`src/rtl/key_pkg.sv`:
```
// Shared types, default widths and the checksum fold for the c432 key loader.
package key_pkg;

    localparam int KEY_W_DEFAULT = 32;
    localparam int CHK_W_DEFAULT = 8;

    typedef enum logic [2:0] {
        IDLE,
        SHIFT_KEY,
        SHIFT_CHK,
        CHECK,
        ACTIVE,
        ERROR
    } state_t;

    // XOR of the KEY_W/CHK_W chunks of a default-width key.
    function automatic logic [CHK_W_DEFAULT-1:0] xor_fold(input logic [KEY_W_DEFAULT-1:0] key);
        logic [CHK_W_DEFAULT-1:0] acc;
        acc = '0;
        for (int i = 0; i < KEY_W_DEFAULT / CHK_W_DEFAULT; i++) begin
            acc = acc ^ key[i*CHK_W_DEFAULT +: CHK_W_DEFAULT];
        end
        return acc;
    endfunction

endpackage

```
`src/rtl/key_chk_fold.sv`:
```
// Combinational XOR-fold reducer: folds a KEY_W key into CHK_W bits.
module key_chk_fold
    import key_pkg::*;
#(
    parameter int KEY_W = KEY_W_DEFAULT,
    parameter int CHK_W = CHK_W_DEFAULT
) (
    input  logic [KEY_W-1:0] key,
    output logic [CHK_W-1:0] fold
);

    // XOR every CHK_W-wide chunk of the key together.
    always_comb begin
        fold = '0;
        for (int i = 0; i < KEY_W / CHK_W; i++) begin
            fold = fold ^ key[i*CHK_W +: CHK_W];
        end
    end

endmodule

```
`src/rtl/key_loader.sv`:
```
// Serial key loader: shifts in key and checksum LSB first, verifies the
// XOR fold, and exposes the key on key_out only once it has been verified.
module key_loader
    import key_pkg::*;
#(
    parameter int KEY_W   = KEY_W_DEFAULT,
    parameter int CHK_W   = CHK_W_DEFAULT,
    parameter int TIMEOUT = 255
) (
    input  logic             clk,
    input  logic             rst_n,
    input  logic             load_start,
    input  logic             clear,
    input  logic             ser_valid,
    input  logic             ser_data,
    output logic             ser_ready,
    output logic [KEY_W-1:0] key_out,
    output logic             key_valid,
    output logic             key_err,
    output logic             busy
);

    localparam int BIT_W  = $clog2(KEY_W + 1);
    localparam int IDLE_W = $clog2(TIMEOUT + 1);

    state_t            state;
    state_t            next_state;
    logic [KEY_W-1:0]  key_sr;
    logic [CHK_W-1:0]  chk_sr;
    logic [BIT_W-1:0]  bit_cnt;
    logic [IDLE_W-1:0] idle_cnt;
    logic [CHK_W-1:0]  fold;
    logic              beat;
    logic              timeout_hit;
    logic              key_last;
    logic              chk_last;
    logic              busy_d;
    logic              valid_d;
    logic              err_d;
    logic [KEY_W-1:0]  key_d;

    key_chk_fold #(
        .KEY_W (KEY_W),
        .CHK_W (CHK_W)
    ) u_fold (
        .key  (key_sr),
        .fold (fold)
    );

    assign ser_ready   = (state == SHIFT_KEY) || (state == SHIFT_CHK);
    assign beat        = ser_valid && ser_ready;
    // A beat landing on the terminal idle count wins over the timeout.
    assign timeout_hit = ser_ready && !ser_valid && (idle_cnt == IDLE_W'(TIMEOUT));
    assign key_last    = (bit_cnt == BIT_W'(KEY_W - 1));
    assign chk_last    = (bit_cnt == BIT_W'(CHK_W - 1));

    // State register.
    always_ff @(posedge clk or negedge rst_n) begin
        if (!rst_n) begin
            state <= IDLE;
        end else begin
            state <= next_state;
        end
    end

    // Next-state logic; clear outranks load_start, which outranks everything else.
    always_comb begin
        next_state = state;
        if (clear) begin
            next_state = IDLE;
        end else if (load_start) begin
            next_state = SHIFT_KEY;
        end else begin
            case (state)
                SHIFT_KEY: begin
                    if (beat && key_last) begin
                        next_state = SHIFT_CHK;
                    end else if (timeout_hit) begin
                        next_state = ERROR;
                    end
                end
                SHIFT_CHK: begin
                    if (beat && chk_last) begin
                        next_state = CHECK;
                    end else if (timeout_hit) begin
                        next_state = ERROR;
                    end
                end
                CHECK: begin
                    next_state = (fold == chk_sr) ? ACTIVE : ERROR;
                end
                default: begin
                    next_state = state;
                end
            endcase
        end
    end

    // Output decode: a verdict shows one cycle after entering ACTIVE/ERROR and
    // drops on the same edge the state leaves it.
    always_comb begin
        busy_d  = (next_state == SHIFT_KEY) || (next_state == SHIFT_CHK) ||
                  (next_state == CHECK);
        valid_d = (state == ACTIVE) && (next_state == ACTIVE);
        err_d   = (state == ERROR) && (next_state == ERROR);
        key_d   = valid_d ? key_sr : '0;
    end

    // Registered outputs.
    always_ff @(posedge clk or negedge rst_n) begin
        if (!rst_n) begin
            busy      <= 1'b0;
            key_valid <= 1'b0;
            key_err   <= 1'b0;
            key_out   <= '0;
        end else begin
            busy      <= busy_d;
            key_valid <= valid_d;
            key_err   <= err_d;
            key_out   <= key_d;
        end
    end

    // Shift registers, bit counter and watchdog; clear and restart wipe them.
    always_ff @(posedge clk or negedge rst_n) begin
        if (!rst_n) begin
            key_sr   <= '0;
            chk_sr   <= '0;
            bit_cnt  <= '0;
            idle_cnt <= '0;
        end else if (clear || load_start) begin
            key_sr   <= '0;
            chk_sr   <= '0;
            bit_cnt  <= '0;
            idle_cnt <= '0;
        end else if (beat) begin
            idle_cnt <= '0;
            if (state == SHIFT_KEY) begin
                key_sr <= {ser_data, key_sr[KEY_W-1:1]};
            end else begin
                chk_sr <= {ser_data, chk_sr[CHK_W-1:1]};
            end
            // The counter restarts at zero for the checksum phase.
            if (next_state != state) begin
                bit_cnt <= '0;
            end else begin
                bit_cnt <= bit_cnt + BIT_W'(1);
            end
        end else if (ser_ready && !timeout_hit) begin
            idle_cnt <= idle_cnt + IDLE_W'(1);
        end
    end

endmodule

```
`config.mk`:
```
export PLATFORM = sky130hd
export DESIGN_NAME = key_loader
export DESIGN_NICKNAME = d
export VERILOG_FILES = /design/src/rtl/key_pkg.sv /design/src/rtl/key_chk_fold.sv /design/src/rtl/key_loader.sv
export SDC_FILE = /design/constraint.sdc
export NUM_CORES = 1
export LEC_CHECK = 0
export BUFFER_PORTS_ARGS = -buffer_cell sky130_fd_sc_hd__buf_2
export CAP_MARGIN = 20
export CORE_AREA = 2 2 92 94
export CTS_CLUSTER_SIZE = 24
export DETAILED_ROUTE_END_ITERATION = 10
export DIE_AREA = 0 0 94 96
export GPL_ROUTABILITY_DRIVEN = 0
export PLACE_DENSITY = 0.7
export SETUP_SLACK_MARGIN = 0.4
export SLEW_MARGIN = 25
export SYNTH_ARGS = -nofsm -noshare
export SYNTH_HDL_FRONTEND = slang
export SYNTH_SLANG_ARGS = --single-unit
```
`constraint.sdc`:
```
create_clock -name clk -period 4.2 [get_ports clk]
set_input_delay 0.21 -clock clk [delete_from_list [all_inputs] [get_ports clk]]
set_output_delay 0.21 -clock clk [all_outputs]
set_load 0.01 [all_outputs]
```
== Yosys cells after proc, flatten, opt, wreduce, memory -nomap -nowiden ==
Cells that the tools add are included.
Cells by class
  mux-type cells: 20
  reduce and logical (&&, ||, !) cells: 19
  equal/unequal tests: 16
  bitwise gates (word level): 3
  $add $sub $neg: 2
Operators with widths (count)
  $mux 32: 4
  $mux 8: 6
  $xor 8x8->8: 3
  $mux 6: 3
  $mux 3: 5
  $eq 3x2->1 const B: 4
  $eq 3x3->1 const B: 4
  $pmux 3 s3: 1
  $add 8x1->8 const B: 1
  $eq 8x8->1: 1
  $eq 8x8->1 const B: 1
  $logic_and 1x1->1: 8
  $add 6x1->6 const B: 1
  $eq 3x1->1 const B: 2
  $eq 6x3->1 const B: 1
  $eq 6x5->1 const B: 1
  $logic_or 1x1->1: 4
  $reduce_and 2->1: 2
  $reduce_bool 2->1: 2
  $ne 3x3->1: 1
  $reduce_bool 3->1: 1
  $logic_not 1->1: 2
  $ne 2x1->1 const B: 1
  $mux 1: 1
Storage, ports and cells
  register bits: 92
  logic and storage cells: 69

== Logic depth before layout (Yosys ltp) ==
Gate-level depths: netlist (run 1).
  depth in word-level cells: 13
  mapped depth: 8
  gate-level depth less buffers: 7

== Cells and area by module ==
From an unflattened synthesis (run 1), not the netlist that was laid out.
Unflattened totals
  cell total of the unflattened synthesis: 395
  area total of the unflattened synthesis: 3987.6 sq um
By module, submodules not included
  key_loader: cells an instance 371, area each 3777.4 sq um, seq. area each 2302.2 sq um, instances 1
  key_chk_fold: cells an instance 24, area each 210.2 sq um, seq. area each 0.0 sq um, instances 1

== Worst setup path before layout (run 1) ==
OpenSTA, ideal clock, no wires.
  kind: flip-flop to flip-flop
  from: register bit_cnt[0]
  to: register bit_cnt[5]
  library setup time: 0.095 ns
  period minus slack after synthesis: 1.903 ns
  data arrival time: 1.808 ns
  slack: 2.297 ns
  stages on the path, launching flop included: 8
  cells stage by stage: dfrtp_1 -> ha_1 -> and3b_4 -> a41oi_2 -> nor3_1 -> or3b_1 -> a31o_2 -> o31ai_1
On the way
  longest elaborated chain between the ends: 10
  elaborated cells on any way between the ends: 14
  those cells by class: add/sub: 1; eq/ne: 3; mux: 8; reduce/logical: 2
RTL lines
  start: declaration: line key_loader.sv:30  | logic [BIT_W-1:0] bit_cnt;
  start signal: assignment: line key_loader.sv:147  | bit_cnt <= bit_cnt + BIT_W'(1);
  $eq 6x3->1 / $eq 6x5->1 (equally long branches): line key_loader.sv:55, key_loader.sv:54
  $logic_and 1x1->1, on equally long branches: line key_loader.sv:83, key_loader.sv:76
  $mux 3, on equally long branches: line key_loader.sv:83, key_loader.sv:76
  $pmux 3 s3: line key_loader.sv:74  | case (state)
  $mux 3: line key_loader.sv:71  | end else if (load_start) begin
  $mux 3: line key_loader.sv:69  | if (clear) begin
  $ne 3x3->1: line key_loader.sv:144  | if (next_state != state) begin
  $mux 6 (*): line key_loader.sv:144
  $mux 6 (*): line key_loader.sv:136  | end else if (beat) begin
  $mux 6 (*): line key_loader.sv:131  | end else if (clear || load_start) begin
Every way passes the cells marked *; elsewhere a longest branch is shown, timed or not. The select of a mux whose other input is x is not followed.
A chain may end at the register's enable or synchronous reset.

== Worst setup path in the final report (run 1) ==
Ends and elaborated chain as after synthesis.

==> flow_summary_export.csv, run 1 <==
group,metric,value,unit
yosys,syn-cell-area,0.004034,mm²
cts,insertion_delay,360,ps
power_and_ir_drop,clockPowerShare,37.7,%
drt,wire_per_inst,13.92,µm
yosys,syn-instance-count,376,
power_and_ir_drop,p_leak,0.002112,µW
sta,fin_crit,2113,ps
cts,htreeDepth,3,
power_and_ir_drop,vdd_drop_max,0.1879,mV
yosys,synth-edff-count,0,
status,status,"finished clean",
sta,fmax,473.3,MHz
grt,met1_usage,24.18,%
grt,track_usage,17.57,%
grt,overflow,0,
grt,busiest_layer,"met2",
cts,cts_resized,0,
cells_and_area,layout_common_cells,"dfrtp_1 (92), nand2_1 (78), buf_2 (40), a21oi_1 (38), and2_1 (33)",
drt,initialDrtViolationCount,188,
sta,hold_ws,81.32,ps
worst_setup_path,reg2reg_slack,2090,ps
die,start_util,50.10,%
cts,cts_buffers,9,
grt,met2_usage,27.92,%
die,fp.dieW,94,µm
sta,clock_skew,10.16,ps
yosys,syn_area_per_cell,10.73,µm²
cells_and_area,drive_gt1_share,18.14,%
placement,dpl-instance-area,0.004323,mm²
worst_setup_path,r2r_start,"bit_cnt[0]",
drt,vias,2667,
worst_setup_path,critPathRequiredTime,4460,ps
min_path,hp-class,"primary input to flip-flop",
cells_and_area,antenna-diode-count,0,
sta,worst-slew-pin-transition,833.3,ps
worst_setup_path,r2r_cells,7,
power_and_ir_drop,p_seq_share,58.3,%
grt,grt_max_degree,56,
cells_and_area,area_growth,12.28,%
worst_setup_path,timing.rr.end,"bit_cnt[5]",
power_and_ir_drop,pwr-share-comb,3.9,%
cts,cts-root-buf,"clkbuf_8",
power_and_ir_drop,switching_power,372.1,µW
worst_setup_path,critPathKind,"flip-flop to flip-flop",
cts,cts_setup_buffers,0,
sta,relSlewSlack,44.44,%
worst_setup_path,endpoint_kind,"flip-flop",
cts,numClockSinks,92,
power_and_ir_drop,power_switching_share,24.36,%
worst_setup_path,cp_data_arrival_time,2370,ps
worst_setup_path,crit_fanout,4,
power_and_ir_drop,internal-power,1155,µW
sta,report.final.slew_viol_count,0,
die,num_rows,33,
run,max_cap_violations,0,
cells_and_area,layout_commonest_cell,"dfrtp_1",
cts,clk_transition_reported_paths,90,ps
die,dieArea,0.009024,mm²
placement,dpl.hpwl,4.708,mm
placement,io_buffers,41,
sta,finalSetupViolations,0,
grt,grtUsageMet3,3.054,%
worst_setup_path,start_kind,"flip-flop",
yosys,synth_top_flop_cell,"dfrtp_1",
sta,setup_ws,2087,ps
cells_and_area,final_nets,422,
min_path,min_from,"clear",
cts,cts_buffer_depth,2,
cells_and_area,final.fill_count,712,
yosys,async_reset_ff_share,100.0,%
die,core-area,0.008051,mm²
cells_and_area,final_area,0.004529,mm²
cts,tritoncts,"yes",
drt,via_per_inst,5.090,
drt,drtAntennaViolNets,0,
grt,grt_pass1_wl,12.22,mm
yosys,synthesis.nets,384,
sta,fin_tns_setup,0,ps
die,die_y,96,µm
grt,antenna_found_initial,0,
worst_setup_path,cp-startpoint,"bit_cnt[0]",
sta,rsz0062_at_grt,"false",
sta,finalCritPeriodShare,50.31,%
sta,hold_viol,0,
yosys,synth-seq-area-share,57.07,%
power_and_ir_drop,power-per-cell-area,337.2,mW/mm²
yosys,yosysWarnings,0,
die,io-pin-count,42,
drt,drt-total-wl,7.294,mm
drt,drt-pass1-iter-count,4,
cts,hold_buffers,1,
yosys,synth_cell_types,39,
placement,place_ws,2112,ps
grt,grt_pass1_vias,2529,
yosys,ys_ff_latch,92,
worst_setup_path,worstSetupEndpoint,"bit_cnt[5]",
drt,drc,0,
[power by group through the flow]
stage	Combinational (µW)	Sequential, µW	Clock [µW]
global route	68.6	891	629
detailed placement	60.5	908	0
floorplan	33.3	907	0
CTS	61.5	891	593
finish	60.1	891	577
global placement	59.4	908	0
[through the flow]
| step | util [%] | std cells | total power [µW] |
|---|---|---|---|
| final | 56.25 | 524 | 1527 |
| after CTS | 56.25 | 524 | 1545 |
| after detailed placement | 53.69 | 507 | 968.7 |
| after global placement | 53.69 | 507 | 967.4 |
| after global routing | 56.25 | 524 | 1589 |
| after floorplan | - | 376 | 939.9 |
[worst min-delay path by stage]
| stage | endpoint | cells after the start |
|---|---|---|
| final | state[0] | 2 |
| after global routing | state[0] | 2 |
| after CTS | state[0] | 2 |
| after detailed placement | idle_cnt[2] | 1 |
| after global placement | idle_cnt[4] | 1 |
| after floorplan | bit_cnt[0] | 0 |
[Yosys cell counts, types with 3 or more instances]
master / instances / share of area [%]
a21oi_1: 38 / 4.7
and2_1: 33 / 5.1
buf_4: 4 / 0.74
clkbuf_1: 14 / 1.3
dfrtp_1: 92 / 57
mux2i_1: 9 / 2.2
nand2_1: 78 / 7.3
nand3_1: 3 / 0.37
nand4_1: 3 / 0.47
nor2_1: 28 / 2.6
o21ai_0: 8 / 0.99
or2_2: 3 / 0.47
xnor2_1: 10 / 2.2
xnor3_1: 8 / 4.5
xor2_1: 13 / 2.8
[registers in the layout, indices dropped and copies added (netlist names)]
name       count
key_err        1
chk_sr         8
key_sr        32
idle_cnt       8
key_out       32
state          3
bit_cnt        6
busy           1
key_valid      1
[cell type report]
| class | count | area [µm²] | share of cell area (%) |
|---|---|---|---|
| clock buffers | 11 | 151.4 | 3.343 |
| clock inverters | 5 | 45.04 | 0.9945 |
| inverters | 2 | 7.507 | 0.1657 |
| multi-input cells | 263 | 1644 | 36.30 |
| flip-flops and latches | 92 | 2302 | 50.83 |
| well taps | 105 | 131.4 | 2.901 |
| repair buffers | 46 | 247.7 | 5.470 |
[worst max-delay path, cell delays in order (launching register included)]
cell and delay, ps:
dfrtp_1 420, ha_1 230, and3b_4 200, a41oi_2 190
nor3_1 80, or3b_1 370, a31o_2 280, o31ai_1 250
[kinds of logic after synthesis]
family	synth area share, %
AOI/OAI and AO/OA	8.220
xor gates and xnor gates	9.460
buffers and inverters	2.357
muxes	2.233
DFF	57.07
and+or+nand+nor	19.79
adders and majority gates	0.8684
[layer usage]
| metal | part of all wire, % | routed length [µm] | vias to the layer above |
|---|---|---|---|
| li1 | - | - | 1311 |
| met1 | 47 | 3437 | 1294 |
| met2 | 48 | 3534 | 54 |
| met3 | 3.2 | 231 | 8 |
| met4 | 1.2 | 91 | 0 |
| met5 | 0 | 0 | - |
Power figures use the tool's default switching activity.
==> inputs of run 2 (changes only) <==
--- a/config.mk
+++ b/config.mk
@@ -5,6 +5,7 @@
 export SDC_FILE = /design/constraint.sdc
 export NUM_CORES = 1
 export LEC_CHECK = 0
+export ABC_AREA = 1
 export BUFFER_PORTS_ARGS = -buffer_cell sky130_fd_sc_hd__buf_2
 export CAP_MARGIN = 20
 export CORE_AREA = 2 2 92 94
@@ -12,7 +13,7 @@
 export DETAILED_ROUTE_END_ITERATION = 10
 export DIE_AREA = 0 0 94 96
 export GPL_ROUTABILITY_DRIVEN = 0
-export PLACE_DENSITY = 0.7
+export PLACE_DENSITY = 0.73
 export SETUP_SLACK_MARGIN = 0.4
 export SLEW_MARGIN = 25
 export SYNTH_ARGS = -nofsm -noshare
==> constraint.sdc (replaced) <==
create_clock -name clk -period 1.8 [get_ports clk]
set_input_delay 0.09 -clock clk [delete_from_list [all_inputs] [get_ports clk]]
set_output_delay 0.09 -clock clk [all_outputs]
set_load 0.01 [all_outputs]
==> flow_summary_export.csv, run 2 <==
group,metric,value,unit
die,dieArea,0.009024,mm²
worst_setup_path,path_buf_inv,5,
yosys,synth-seq-area-share,56.97,%
placement,place_ws,-60.28,ps
yosys,synth_area_leader_cell,"dfrtp_1",
worst_setup_path,crit_fanout,6,
cts,clk_transition_reported_paths,100,ps
worst_setup_path,crit_slowest_cell,"dfrtp_2",
placement,dpl.hpwl,6.072,mm
sta,clock_skew,8.610,ps
cts,cts_buffers,9,
grt,grt_max_degree,44,
yosys,yosysWarnings,0,
worst_setup_path,crit_chain,"inv_2, nand3_4, a21oi_4, buf_6, buf_6, nor2_4, a21oi_4, buf_12, buf_8, o22ai_2",
cells_and_area,multiInputGateArea,0.001834,mm²
min_path,worstHoldPathCells,5,
drt,wire_per_inst,14.83,µm
min_path,min_to,"key_sr[31]",
cells_and_area,drive_gt1_share,36.15,%
cts,cts_buffer_depth,2,
sta,fin_crit,1850,ps
worst_setup_path,cp_slowest_stage_delay,450,ps
drt,drt-pass1-iter-count,5,
worst_setup_path,crit_family,"buffers and inverters",
grt,grt_pass1_wl,16.13,mm
yosys,ys_ff_latch,92,
worst_setup_path,critPathRequiredTime,2050,ps
worst_setup_path,critPathKind,"flip-flop to flip-flop",
status,status,"finished, violations left",
sta,report.final.slew_viol_count,0,
cells_and_area,final.fill_count,586,
die,fp.dieW,94,µm
cts,numClockSinks,92,
sta,setup_ws,-50.48,ps
yosys,synth_common_cells,"nand2_1 (110), dfrtp_1 (92), inv_1 (63)",
cells_and_area,final_nets,559,
worst_setup_path,reg2reg_slack,-50,ps
yosys,yosysMostFrequentCell,"nand2_1",
cts,tritoncts,"yes",
sta,rsz0062_at_grt,"true",
cells_and_area,register_area,0.002306,mm²
cells_and_area,fin_cells,661,
power_and_ir_drop,p_leak,0.002634,µW
drt,initialDrtViolationCount,184,
drt,vias,3429,
yosys,synth-edff-count,0,
yosys,yosysTopAreaCellShare,56.97,%
power_and_ir_drop,total_power,3958,µW
cts,insertion_delay,370,ps
yosys,synth_top_flop_cell,"dfrtp_1",
drt,drtAntennaViolNets,0,
die,io-pin-count,42,
sta,finalCritPeriodShare,102.8,%
worst_setup_path,start_kind,"flip-flop",
yosys,syn-instance-count,460,
drt,drt-total-wl,9.801,mm
cts,cts-root-buf,"clkbuf_8",
worst_setup_path,cp_data_arrival_time,2100,ps
cells_and_area,antenna-diode-count,0,
worst_setup_path,r2r_cells,10,
grt,grt_pass1_vias,3356,
sta,finalSetupViolations,17,
grt,overflow,0,
yosys,synth_cell_types,30,
power_and_ir_drop,vdd_drop_max,0.4467,mV
sta,fmax,540.4,MHz
die,core-area,0.008051,mm²
die,start_util,50.19,%
cells_and_area,layout_common_cells,"nand2_1 (98), dfrtp_1 (89), nor2_1 (52), inv_1 (51), buf_2 (39)",
worst_setup_path,r2r_start,"state[1]",
status,violations,"setup timing",
sta,worst-slew-pin-transition,548.8,ps
yosys,synth.area.top_cells,"dfrtp_1 (57%), nand2_1 (10%), inv_1 (5.9%), nor2_1 (5.3%), o22ai_1 (5.0%)",
worst_setup_path,endpoint_kind,"flip-flop",
yosys,syn-cell-area,0.004041,mm²
placement,dp.cells,621,
drt,via_per_inst,5.188,
cells_and_area,reg_top3,"key_out: 32 flops, key_sr: 32 flops",
cells_and_area,layout_commonest_cell,"nand2_1",
min_path,hp-class,"primary input to flip-flop",
cells_and_area,area_growth,34.89,%
power_and_ir_drop,power-per-cell-area,726.0,mW/mm²
sta,relSlewSlack,63.41,%
drt,drc,0,
grt,antenna_found_initial,0,
yosys,syn_area_per_cell,8.786,µm²
yosys,async_reset_ff_share,100.0,%
placement,io_buffers,41,
cts,htreeDepth,3,
worst_setup_path,timing.rr.end,"key_sr[11]",
die,num_rows,33,
run,max_cap_violations,0,
yosys,synthesis.nets,468,
die,die_y,96,µm
min_path,min_from,"ser_data",
sta,hold_viol,0,
grt,track_usage,23.36,%
cells_and_area,utilization,67.71,%
## run 2: changes by cell type in the layout (fill, tap and decap cells not counted), moves of 10 or more
cell	previous run	this run
buf_4	5	36
nand2_2	0	10
o22ai_1	0	10
inv_2	0	12
a21oi_1	38	4
inv_1	2	51
nand2_1	78	98
nand3_1	3	20
nor2_1	27	52
and2_1	33	0
o22ai_2	0	21
## run 2: area by class of cell
type                            instances  share of cell area, %
Clock buffer                            9                  2.272
Clock inverter                          7                  1.515
Inverter                               67                  4.980
Multi-Input combinational cell        290                  33.65
Sequential cell                        92                  42.30
Tap cell                              105                  2.410
Timing Repair Buffer                   91                  12.88
## run 2: cell families after synthesis
logic type	count (synthesis)	synth area share, %
flip-flops	92	56.97
XOR/XNOR	12	2.601
adder cells (fa/ha/maj)	2	0.6191
buffers and inverters	78	7.369
AO/OA/AOI/OAI	59	9.195
AND/OR/NAND/NOR	217	23.25
## run 2: how the worst max path moves through the flow
stage | start | to | slack, ps | cells after the start
final | state[1] | key_sr[11] | -50 | 10
after floorplan | state[2] | bit_cnt[0] | 190 | 13
after detailed placement | state[0] | bit_cnt[5] | -60 | 10
after global routing | idle_cnt[1] | bit_cnt[0] | -150 | 13
after global placement | state[1] | bit_cnt[1] | 50 | 10
after CTS | idle_cnt[1] | bit_cnt[1] | 40 | 13
## run 2: tightest hold or removal path, stage by stage
cell	delay, ps
buf_2	90
inv_1	50
nor2_1	60
nand2_2	50
o21ai_1	50
## run 2: what timing repair did
item                                    in CTS  in global routing
hold endpoints to repair                    40                  0
resized for setup                           82                 40
endpoints found under the setup margin      52                 52
buffers inserted                            13                  7
pin swaps                                   24                 20
hold buffers                                 1                  0
gates cloned                                 3                  0
## run 2: metrics by stage
stage               hold slack [ps]  instance area, µm²  setup TNS (ps)
detailed placement            110.5                4552          -199.7
CTS                           19.01                5249               0
floorplan                    -205.6                4070               0
global placement              109.9                4552               0
finish                        61.75                5451          -534.5
global route                  83.01                5451           -2172
## run 2: power by group
group | internal (µW) | total (µW) | switching (µW) | leakage (µW)
sequential | 2080 | 2090 | 10.6 | 0.00128
clock | 663 | 1440 | 779 | 0.0000984
combinational | 176 | 428 | 252 | 0.00126
total | 2920 | 3960 | 1040 | 0.00263
## run 2: routing by layer
| layer | wire length (µm) | vias to the layer above | GRT usage (%) |
|---|---|---|---|
| met1 | 4065 | 1678 | 28.45 |
| met4 | 246 | 0 | 9.541 |
| met3 | 388 | 19 | 3.759 |
| li1 | - | 1644 | - |
| met2 | 5101 | 88 | 41.55 |
| met5 | 0 | - | 0 |
==> inputs of run 3 (changes only) <==
--- a/config.mk
+++ b/config.mk
@@ -14,6 +14,7 @@
 export DIE_AREA = 0 0 94 96
 export GPL_ROUTABILITY_DRIVEN = 0
 export PLACE_DENSITY = 0.73
+export REMOVE_ABC_BUFFERS = 1
 export SETUP_SLACK_MARGIN = 0.4
 export SLEW_MARGIN = 25
 export SYNTH_ARGS = -nofsm -noshare
==> flow_summary_export.csv, run 3 (synthesis gave the netlist of run 2 again) <==
group,metric,value,unit
min_path,min_from,"ser_data",
cts,cts_buffers,9,
cells_and_area,drive_gt1_share,39.03,%
placement,io_buffers,41,
grt,met1_usage,29.00,%
worst_setup_path,critPathRequiredTime,2030,ps
worst_setup_path,cpMostUsedCell,"a21oi_4",
drt,wire_per_inst,15.43,µm
status,violations,"setup timing",
worst_setup_path,r2r_start,"state[0]",
cells_and_area,area_growth,35.36,%
cts,numClockSinks,92,
cts,insertion_delay,360,ps
sta,rsz0062_at_grt,"true",
drt,drt-pass1-iter-count,5,
sta,clock_skew,8.008,ps
die,fp.dieW,94,µm
worst_setup_path,cp-startpoint,"state[0]",
sta,fin_crit,1831,ps
worst_setup_path,start_kind,"flip-flop",
run,max_cap_violations,0,
cells_and_area,antenna-diode-count,0,
grt,overflow,0,
worst_setup_path,cp_data_arrival_time,2060,ps
drt,vias,3466,
worst_setup_path,crit_chain,"inv_4, nand3_4, a21oi_4, buf_6, nor2_4, a21oi_4, buf_12, o22ai_2",
placement,dpl.hpwl,5.731,mm
drt,initialDrtViolationCount,337,
cts,clk_transition_reported_paths,100,ps
power_and_ir_drop,power-per-cell-area,720.1,mW/mm²
cells_and_area,fin_cells,661,
grt,track_usage,21.82,%
die,io-pin-count,42,
grt,grt_max_degree,39,
drt,drt-total-wl,10.20,mm
sta,finalSetupViolations,18,
placement,place_ws,-56.51,ps
grt,busiest_layer,"met2",
cells_and_area,layout_common_cells,"dfrtp_1 (90), nand2_1 (88), nor2_1 (50), inv_1 (48), buf_4 (42)",
cells_and_area,layout_commonest_cell,"dfrtp_1",
sta,finalCritPeriodShare,101.7,%
cells_and_area,reg_top3,"key_out: 32 flops, key_sr: 32 flops",
worst_setup_path,crit_slowest_cell,"dfrtp_2",
worst_setup_path,crit_family,"compound AO/OA/AOI/OAI gates",
status,status,"finished, violations left",
sta,relSlewSlack,62.09,%
worst_setup_path,cp_slowest_stage_delay,470,ps
min_path,hp-class,"primary input to flip-flop",
worst_setup_path,path_buf_inv,3,
die,core-area,0.008051,mm²
drt,drtAntennaViolNets,0,
worst_setup_path,critPathKind,"flip-flop to flip-flop",
worst_setup_path,crit_fanout,17,
worst_setup_path,endpoint_kind,"flip-flop",
sta,report.final.slew_viol_count,0,
cts,cts-root-buf,"clkbuf_8",
power_and_ir_drop,p_leak,0.002614,µW
grt,met2_usage,34.88,%
sta,worst-slew-pin-transition,568.6,ps
grt,grtUsageMet3,3.681,%
sta,fmax,546.0,MHz
cts,htreeDepth,3,
cts,cts_buffer_depth,2,
sta,fin_tns_setup,-258.7,ps
drt,via_per_inst,5.244,
placement,dp.cells,616,
sta,hold_viol,0,
die,start_util,50.19,%
drt,drc,0,
grt,grt_pass1_wl,15.26,mm
cells_and_area,final_nets,560,
sta,setup_ws,-31.38,ps
grt,antenna_found_initial,0,
grt,grt_pass1_vias,3296,
die,num_rows,33,
die,die_y,96,µm
power_and_ir_drop,vdd_drop_max,0.4605,mV
die,dieArea,0.009024,mm²
cts,tritoncts,"yes",
-- run 3: final cells by class --
type	instances	area, µm²
Clock buffer	10	137.6
Inverter	67	264.0
Tap cell	105	131.4
Multi-Input combinational cell	290	1898
Timing Repair Buffer	92	674.4
Clock inverter	5	60.06
Fill cell	565	2581
Sequential cell	92	2305
-- run 3: per-layer routing --
metal	vias to the layer above	part of all wire [%]
met2	92	50
met5	-	0
met1	1702	44
met3	18	3.9
li1	1654	-
met4	0	1.9
-- run 3: path summary, 6_finish.rpt --
check                              end  depth (start not counted)  slack [ps]
hold reg to reg            idle_cnt[7]                          1         500
max in group asynchronous  idle_cnt[4]                          3        1100
min in group asynchronous    key_sr[9]                          2         140
hold / removal              key_sr[31]                          5          80
setup / recovery            key_sr[11]                          8         -30
setup reg to reg            key_sr[11]                          8         -30
-- run 3: per-stage QoR --
| step | cell area (µm²) | hold WS [ps] | power, µW | utilization (%) |
|---|---|---|---|---|
| after CTS | 5016 | 6.539 | 3871 | 62.30 |
| after floorplan | 3995 | -205.6 | 2261 | - |
| after global placement | 4517 | -14.07 | 2374 | 56.10 |
| after detailed placement | 4517 | -8.213 | 2381 | 56.10 |
| final | 5470 | 82.70 | 3939 | 67.94 |
| after global routing | 5470 | 80.02 | 4082 | 67.94 |
-- run 3: worst reg2reg max path, cell delays in order (launching register included) --
cell and delay (ps):
dfrtp_2 470, inv_4 90, nand3_4 110, a21oi_4 240, buf_6 140, nor2_4 50, a21oi_4 250, buf_12 230
o22ai_2 120
-- run 3: timing repair --
item / 4_1_cts / 5_1_grt
gates cloned: 1 / 1
hold buffers: 1 / 0
setup endpoints to repair: 52 / 84
hold endpoints to repair: 92 / 0
pin swaps: 27 / 14
resized for setup: 46 / 87
buffers inserted: 16 / 11
-- run 3: power by group --
part / switching [µW] / total, µW / internal [µW]
Clock: 764 / 1440 / 681
Combinational: 259 / 409 / 150
Sequential: 9.28 / 2090 / 2080
